## src/rtl/locked_udm_mult_seq_pkg.sv

```systemverilog
// Shared types and helpers for the key-locked sequential underdesigned multiplier.
package udm_mult_pkg;

  typedef enum logic [1:0] {
    ST_IDLE,
    ST_CALC,
    ST_DONE
  } state_e;

  // 2x2 unsigned product; the underdesigned variant returns 7 for 3x3
  // so the result always fits in three bits.
  function automatic logic [3:0] udm2x2(input logic [1:0] a,
                                        input logic [1:0] b,
                                        input logic       approx);
    if (approx && (a == 2'd3) && (b == 2'd3)) begin
      return 4'd7;
    end
    return {2'b00, a} * {2'b00, b};
  endfunction

  // Partial-product bit that key index k corrupts when it mismatches.
  function automatic int unsigned mask_pp_bit(input int unsigned k,
                                              input int unsigned half);
    return k / half;
  endfunction

  // Multiplier step during which key index k is applied.
  function automatic int unsigned mask_step(input int unsigned k,
                                            input int unsigned half);
    return k % half;
  endfunction

endpackage

```

## src/rtl/locked_udm_mult_seq_if.sv

```systemverilog
// Operand/result handshake bundle and key-load port for locked_udm_mult_seq.
interface locked_udm_mult_seq_if #(
  parameter int WIDTH = 8,
  parameter int KEY_W = 32
);

  logic               key_load_i;
  logic [KEY_W-1:0]   key_i;
  logic               in_valid_i;
  logic               in_ready_o;
  logic [WIDTH-1:0]   op1_i;
  logic [WIDTH-1:0]   op2_i;
  logic               approx_i;
  logic               out_valid_o;
  logic               out_ready_i;
  logic [2*WIDTH-1:0] product_o;

  // Multiplier side.
  modport slave (
    input  key_load_i, key_i, in_valid_i, op1_i, op2_i, approx_i, out_ready_i,
    output in_ready_o, out_valid_o, product_o
  );

  // Producer/consumer side.
  modport master (
    output key_load_i, key_i, in_valid_i, op1_i, op2_i, approx_i, out_ready_i,
    input  in_ready_o, out_valid_o, product_o
  );

endinterface

```

## src/rtl/locked_udm_mult_seq_row.sv

```systemverilog
// One partial-product row: multiplicand times one 2-bit multiplier digit,
// built from 2x2 blocks, then XORed with the key-mismatch mask slice.
module udm_row
  import udm_mult_pkg::*;
#(
  parameter int WIDTH = 8
) (
  input  logic [WIDTH-1:0] i_op1,
  input  logic [1:0]       i_b,
  input  logic             i_approx,
  input  logic [WIDTH+1:0] i_mask,
  output logic [WIDTH+1:0] o_pp
);

  localparam int PP_W = WIDTH + 2;

  // Sum the shifted 2x2 sub-products; the exact sum peaks at 3*(2^WIDTH-1)
  // so WIDTH+2 bits never overflow.
  always_comb begin
    logic [PP_W-1:0] v_sum;
    // NOTE: every combinational output gets a default before any branch or loop, so no latch can be inferred.
    v_sum = '0;
    for (int j = 0; j < WIDTH / 2; j++) begin
      v_sum = v_sum + (PP_W'(udm2x2(i_op1[2*j +: 2], i_b, i_approx)) << (2 * j));
    end
    o_pp = v_sum ^ i_mask;
  end

endmodule

```

## src/rtl/locked_udm_mult_seq.sv

```systemverilog
// Key-locked WIDTH x WIDTH multiplier, one 2-bit multiplier digit per cycle,
// with exact or underdesigned 2x2 blocks selected per transaction.
module locked_udm_mult_seq
  import udm_mult_pkg::*;
#(
  parameter int               WIDTH      = 8,
  parameter int               KEY_W      = 32,
  parameter logic [KEY_W-1:0] KEY_SECRET = 32'hA5C3_1E7B
) (
  input logic                  clk_i,
  input logic                  rst_ni,
  locked_udm_mult_seq_if.slave bus
);

  localparam int unsigned HALF   = WIDTH / 2;
  localparam int unsigned PP_W   = WIDTH + 2;
  localparam int unsigned P_W    = 2 * WIDTH;
  localparam int unsigned STEP_W = (HALF > 1) ? $clog2(HALF) : 1;

  state_e             r_state;
  state_e             w_next_state;
  logic [STEP_W-1:0]  r_step;
  logic [KEY_W-1:0]   r_key;
  logic [KEY_W-1:0]   r_mis;
  logic [WIDTH-1:0]   r_op1;
  logic [WIDTH-1:0]   r_op2;
  logic               r_approx;
  logic [P_W-1:0]     r_acc;
  logic [P_W-1:0]     r_product;

  logic               w_accept;
  logic               w_last;
  logic [1:0]         w_b;
  logic [PP_W-1:0]    w_mask;
  logic [PP_W-1:0]    w_pp;
  logic [P_W-1:0]     w_acc_next;

  assign w_accept   = bus.in_valid_i && (r_state == ST_IDLE);
  assign w_last     = (r_step == STEP_W'(HALF - 1));
  assign w_b        = r_op2[{r_step, 1'b0} +: 2];
  assign w_acc_next = r_acc + (P_W'(w_pp) << {r_step, 1'b0});

  // Gather the mismatch bits that land on this step into a pp-wide flip mask.
  always_comb begin
    w_mask = '0;
    for (int unsigned k = 0; k < KEY_W; k++) begin
      if ((mask_step(k, HALF) == 32'(r_step)) && (mask_pp_bit(k, HALF) < PP_W)) begin
        w_mask[mask_pp_bit(k, HALF)] = r_mis[k];
      end
    end
  end

  udm_row #(
    .WIDTH (WIDTH)
  ) u_row (
    .i_op1    (r_op1),
    .i_b      (w_b),
    .i_approx (r_approx),
    .i_mask   (w_mask),
    .o_pp     (w_pp)
  );

  // State register.
  always_ff @(posedge clk_i or negedge rst_ni) begin
    if (!rst_ni) begin
      r_state <= ST_IDLE;
    end else begin
      r_state <= w_next_state;
    end
  end

  // Next-state decode.
  always_comb begin
    w_next_state = r_state;
    case (r_state)
      ST_IDLE: if (w_accept)          w_next_state = ST_CALC;
      ST_CALC: if (w_last)            w_next_state = ST_DONE;
      ST_DONE: if (bus.out_ready_i)   w_next_state = ST_IDLE;
      default:                        w_next_state = ST_IDLE;
    endcase
  end

  // Key register, operand/mismatch snapshot, step counter and accumulator.
  always_ff @(posedge clk_i or negedge rst_ni) begin
    if (!rst_ni) begin
      r_key     <= '0;
      r_mis     <= '0;
      r_op1     <= '0;
      r_op2     <= '0;
      r_approx  <= 1'b0;
      r_step    <= '0;
      r_acc     <= '0;
      r_product <= '0;
    end else begin
      // NOTE: non-blocking assignments make the accept snapshot read the key as it was before this edge's load.
      if ((r_state == ST_IDLE) && bus.key_load_i) begin
        r_key <= bus.key_i;
      end
      if (w_accept) begin
        r_op1    <= bus.op1_i;
        r_op2    <= bus.op2_i;
        r_approx <= bus.approx_i;
        r_mis    <= r_key ^ KEY_SECRET;
        r_acc    <= '0;
        r_step   <= '0;
      end
      if (r_state == ST_CALC) begin
        r_acc  <= w_acc_next;
        r_step <= r_step + STEP_W'(1);
        if (w_last) begin
          r_product <= w_acc_next;
        end
      end
    end
  end

  // Ready is held low for the whole time reset is asserted, not just in IDLE.
  assign bus.in_ready_o  = rst_ni && (r_state == ST_IDLE);
  assign bus.out_valid_o = (r_state == ST_DONE);
  assign bus.product_o   = r_product;

endmodule

```

## src/flat_wrapper.sv

```systemverilog
// flat-port wrapper written by rule: the top's interface ports become plain ports
module locked_udm_mult_seq_flat import udm_mult_pkg::*;
#(
  parameter int               WIDTH      = 8,
  parameter int               KEY_W      = 32,
  parameter logic [KEY_W-1:0] KEY_SECRET = 32'hA5C3_1E7B
)
  (clk_i, rst_ni, bus_key_load_i, bus_key_i, bus_in_valid_i, bus_op1_i, bus_op2_i, bus_approx_i, bus_out_ready_i, bus_in_ready_o, bus_out_valid_o, bus_product_o);
  locked_udm_mult_seq_if #(.WIDTH(WIDTH), .KEY_W(KEY_W)) bus_i ();
  input logic clk_i;
  input logic rst_ni;
  input wire logic [$bits(bus_i.key_load_i)-1:0] bus_key_load_i;
  input wire logic [$bits(bus_i.key_i)-1:0] bus_key_i;
  input wire logic [$bits(bus_i.in_valid_i)-1:0] bus_in_valid_i;
  input wire logic [$bits(bus_i.op1_i)-1:0] bus_op1_i;
  input wire logic [$bits(bus_i.op2_i)-1:0] bus_op2_i;
  input wire logic [$bits(bus_i.approx_i)-1:0] bus_approx_i;
  input wire logic [$bits(bus_i.out_ready_i)-1:0] bus_out_ready_i;
  output wire logic [$bits(bus_i.in_ready_o)-1:0] bus_in_ready_o;
  output wire logic [$bits(bus_i.out_valid_o)-1:0] bus_out_valid_o;
  output wire logic [$bits(bus_i.product_o)-1:0] bus_product_o;
  assign bus_i.key_load_i = bus_key_load_i;
  assign bus_i.key_i = bus_key_i;
  assign bus_i.in_valid_i = bus_in_valid_i;
  assign bus_i.op1_i = bus_op1_i;
  assign bus_i.op2_i = bus_op2_i;
  assign bus_i.approx_i = bus_approx_i;
  assign bus_i.out_ready_i = bus_out_ready_i;
  assign bus_in_ready_o = bus_i.in_ready_o;
  assign bus_out_valid_o = bus_i.out_valid_o;
  assign bus_product_o = bus_i.product_o;
  locked_udm_mult_seq #(.WIDTH(WIDTH), .KEY_W(KEY_W), .KEY_SECRET(KEY_SECRET)) u_core (.clk_i(clk_i), .rst_ni(rst_ni), .bus(bus_i));
endmodule
```

## config.mk

```make
export PLATFORM = sky130hd
export DESIGN_NAME = locked_udm_mult_seq_flat
export DESIGN_NICKNAME = d
export VERILOG_FILES = /design/src/rtl/locked_udm_mult_seq_pkg.sv /design/src/rtl/locked_udm_mult_seq_if.sv /design/src/rtl/locked_udm_mult_seq_row.sv /design/src/rtl/locked_udm_mult_seq.sv /design/src/flat_wrapper.sv
export SDC_FILE = /design/constraint.sdc
export NUM_CORES = 1
export LEC_CHECK = 0
export CAP_MARGIN = 20
export CORE_UTILIZATION = 50
export DETAILED_ROUTE_END_ITERATION = 12
export PLACE_DENSITY = 0.73
export SYNTH_ARGS = -nofsm -noshare
export SYNTH_HDL_FRONTEND = slang
export SYNTH_HIERARCHICAL = 1
export SYNTH_SLANG_ARGS = --single-unit
```

## constraint.sdc

```tcl
create_clock -name clk_i -period 7.2 [get_ports clk_i]
set_input_delay 1.44 -clock clk_i [delete_from_list [all_inputs] [get_ports clk_i]]
set_output_delay 1.44 -clock clk_i [all_outputs]
set_load 0.02 [all_outputs]
```

==> results.md <==
- Area grow syn2layout: 22.2%
- First-pass GRT wire length: 23.7 mm
- Largest net degree at the start of global routing: 87
- Hpwl dp: 9.91 mm
- Actual slew at the worst max-slew pin: 905 ps
- Max-cap violations: 0
- Synth top area cells: dfrtp_1 46%, mux2_2 11%, ha_1 6.5%
- Worst Reg-to-Reg Cells: 19
- Ys flop type: dfrtp_1
- Initial antenna violation count: 0
- Min-delay src: u_core/r_key[16]$_DFFE_PN0P_
- Worst reg2reg path startpoint: u_core/r_step[0]$_DFFE_PN0P_
- Starting DRT DRC Count: 231
- Most frequent CP cell: ha_1
- Area leader, netlist: dfrtp_1
- Crit Reg-Reg Endpoint: u_core/bus.product_o[14]$_DFFE_PN0P_
- Die footprint: 13,200 um2
- Vias in the first global route: 4,744
- Syn Inst Count: 613
- Grt ovf: 0
- Post_cts resized: 0
- Min cycle time layout: 5890 ps
- Crit path arrival time: 6200 ps
- CTS sink count: 117
- F_max: 170 MHz
- Routability congestion estimate: 0.876
- Post-CTS setup buffers: 0
- Worst Hold Depth: 1
- Worst path depth: 19
- Largest delay share family, worst path: compound AO/OA/AOI/OAI gates
- Count of final hold-check violations: 0
- Reg area: 2930 um2
- Yosys top cell area share: 0.461
- Most frequent cells after synthesis: 117 x dfrtp_1, 73 x nand2_1, 64 x mux2_2
- EDFF count, synth: 0
- Setup crit end kind: flip-flop
- Hold_buf cts: 0
- Final setup vio count: 0
- Post-Syn Area: 6360 um2
- Synth Register Bits: 117
- Seq/Total Area, Yosys: 0.461
- Post-route setup TNS: 0 ps
- CP max FO: 20
- RSZ-0062 raised after global routing: false
- Async set-reset flop share out of synthesis: 1.00
- Root Buffer: clkbuf_16
- Diode count: 0
- Port bufs: 71
- Via-per-instance ratio: 5.54
- FP Rows: 40
- Clock buffer depth: 2
- Area of the multi-input gates: 3270 um2
- Core area: 12,200 um2
- Top-count cell post-synth: dfrtp_1
- 1st-pass router iterations: 5
- # DRC: 0
- Buf/Inv on CP: 0
- End of the worst hold path: u_core/r_mis[16]$_DFFE_PN0P_
- Period utilisation layout: 0.819
- Initial core utilization: 0.520
- Synthesis Warnings: 6
- Final clock skew: 5.85 ps
- GRT Resource Usage Total: 0.237
- Library cells used by synthesis: 51
- Layout cells sized above 1: 0.169
- Slew Viols, Final: 0
- Die Ht: 115 um
- Critical path's slowest cell: dfrtp_1
- H-Tree Depth: 4
- Filler cells: 1,043
- Average size of a mapped cell: 10.4 um2
- CTS tree: done
- Crit start category: flip-flop
- WL/cell: 16.9 um
- Clock latency on the worst-skew pair: 410 ps
- Detail Route Antenna Nets: 0
- HP Class: reg -> reg
- # nets final: 766
- Critical setup path kind: reg -> reg
- Final wirelength: 14.4 mm
- CP max stage delay: 880 ps
- Die X: 115 um
- Rel. slew slack: 0.397
- Clk pin slew, worst setup/hold paths: 50 ps
- Reg-to-reg slack, setup: 1310 ps
- Req. time, crit path: 7510 ps
- Cell breakdown of the critical path: mux4_2 > and2_1 > ha_1 > ha_1 > or2_2 > ha_1 > and3_1 > a2111o_1 > a21oi_1 > nor2_1 > xnor2_1 > nand2_1 > o21ai_0 > ha_1 > a21oi_1 > o211ai_1 > o2111ai_1 > a31oi_1 > o31ai_1
- IO Pins: 72
- DR vias: 4,735
- Outcome: complete, no violations
- TritonCTS Buffers: 17
-- per-layer routing --
| metal | vias to the layer above | global-route usage | part of all wire |
|---|---|---|---|
| li1 | 2304 | - | - |
| met1 | 2313 | 0.314 | 0.47 |
| met2 | 96 | 0.382 | 0.48 |
| met3 | 22 | 0.0633 | 0.032 |
| met4 | 0 | 0.0771 | 0.017 |
| met5 | - | 0 | 0 |
-- layout make-up --
class | count | share of cell area
clock inverter | 9 | 0.0106
multi-input combinational | 453 | 0.422
timing repair buffer | 77 | 0.0996
tap | 168 | 0.0271
sequential | 117 | 0.377
inverter | 11 | 0.00532
clock buffer | 20 | 0.0588
-- state kept, by name, summed over array words and instances, names as in the netlist --
signal	cells
u_core/r_approx	1
u_core/r_state	2
u_core/r_acc	16
u_core/r_op2	8
u_core/r_op1	8
u_core/r_mis	32
u_core/bus.product_o	16
u_core/r_key	32
u_core/r_step	2
-- cells by family (layout without fill, tap and decap cells) --
logic type,after synthesis,count (layout),synth area share
flip-flops,117,117,0.461
other,1,2,0.000590
multiplexers,78,78,0.139
AND/OR/NAND/NOR,183,183,0.143
AO/OA/AOI/OAI,129,129,0.123
buffers and inverters,44,117,0.0260
XOR/XNOR,26,26,0.0358
adder cells (fa/ha/maj),35,35,0.0713
-- layout by cell type, fill, tap and decap left out, drive strengths merged, types with 7 or more instances in the layout --
cell type      netlist  routed
a22oi                7       7
buf                  6       7
o21ai               57      57
clkbuf              27      20
dfrtp              117     117
a31oi                8       8
xnor2               18      18
a21oi               27      27
nand3               22      22
nor2b                7       7
mux2                64      64
ha                  33      33
inv                 11      11
xor2                 8       8
nor2                20      20
mux2i               12      12
nand2               73      73
and3                11      11
clkdlybuf4s50        0      70
and2                18      18
-- worst max-delay path by stage --
stage,startpoint,to,slack [ps]
after floorplan,u_core/r_step[0]$_DFFE_PN0P_,u_core/r_acc[14]$_DFFE_PN0P_,1900
after global placement,u_core/r_step[0]$_DFFE_PN0P_,u_core/bus.product_o[11]$_DFFE_PN0P_,1620
after detailed placement,u_core/r_step[0]$_DFFE_PN0P_,u_core/r_acc[14]$_DFFE_PN0P_,1430
after CTS,u_core/r_step[0]$_DFFE_PN0P_,u_core/bus.product_o[14]$_DFFE_PN0P_,1380
after global routing,u_core/r_step[0]$_DFFE_PN0P_,u_core/bus.product_o[14]$_DFFE_PN0P_,850
final,u_core/r_step[0]$_DFFE_PN0P_,u_core/bus.product_o[14]$_DFFE_PN0P_,1310
-- worst register-to-register path: cells and delay by family (launching register included) --
kind | cells | cell delay (ps)
AOI/OAI and AO/OA | 8 | 2000
adders and majority gates | 4 | 1110
DFF | 1 | 880
and+or+nand+nor | 5 | 810
muxes | 1 | 680
xor gates and xnor gates | 1 | 290
-- through the flow --
step | instance area [um2] | hold slack (ps) | utilization | setup slack, ps | instances
2_1_floorplan | 6360 | 436 | - | 1900 | 614
3_3_place_gp | 7200 | 446 | 0.590 | 1620 | 825
3_5_place_dp | 7200 | 453 | 0.590 | 1430 | 825
4_1_cts | 7740 | 460 | 0.634 | 1380 | 854
5_1_grt | 7770 | 468 | 0.636 | 846 | 855
6_report | 7770 | 456 | 0.636 | 1310 | 855
Power is not shown: default switching activity piles up to over one toggle a cycle in this logic, so the estimate is an artifact.
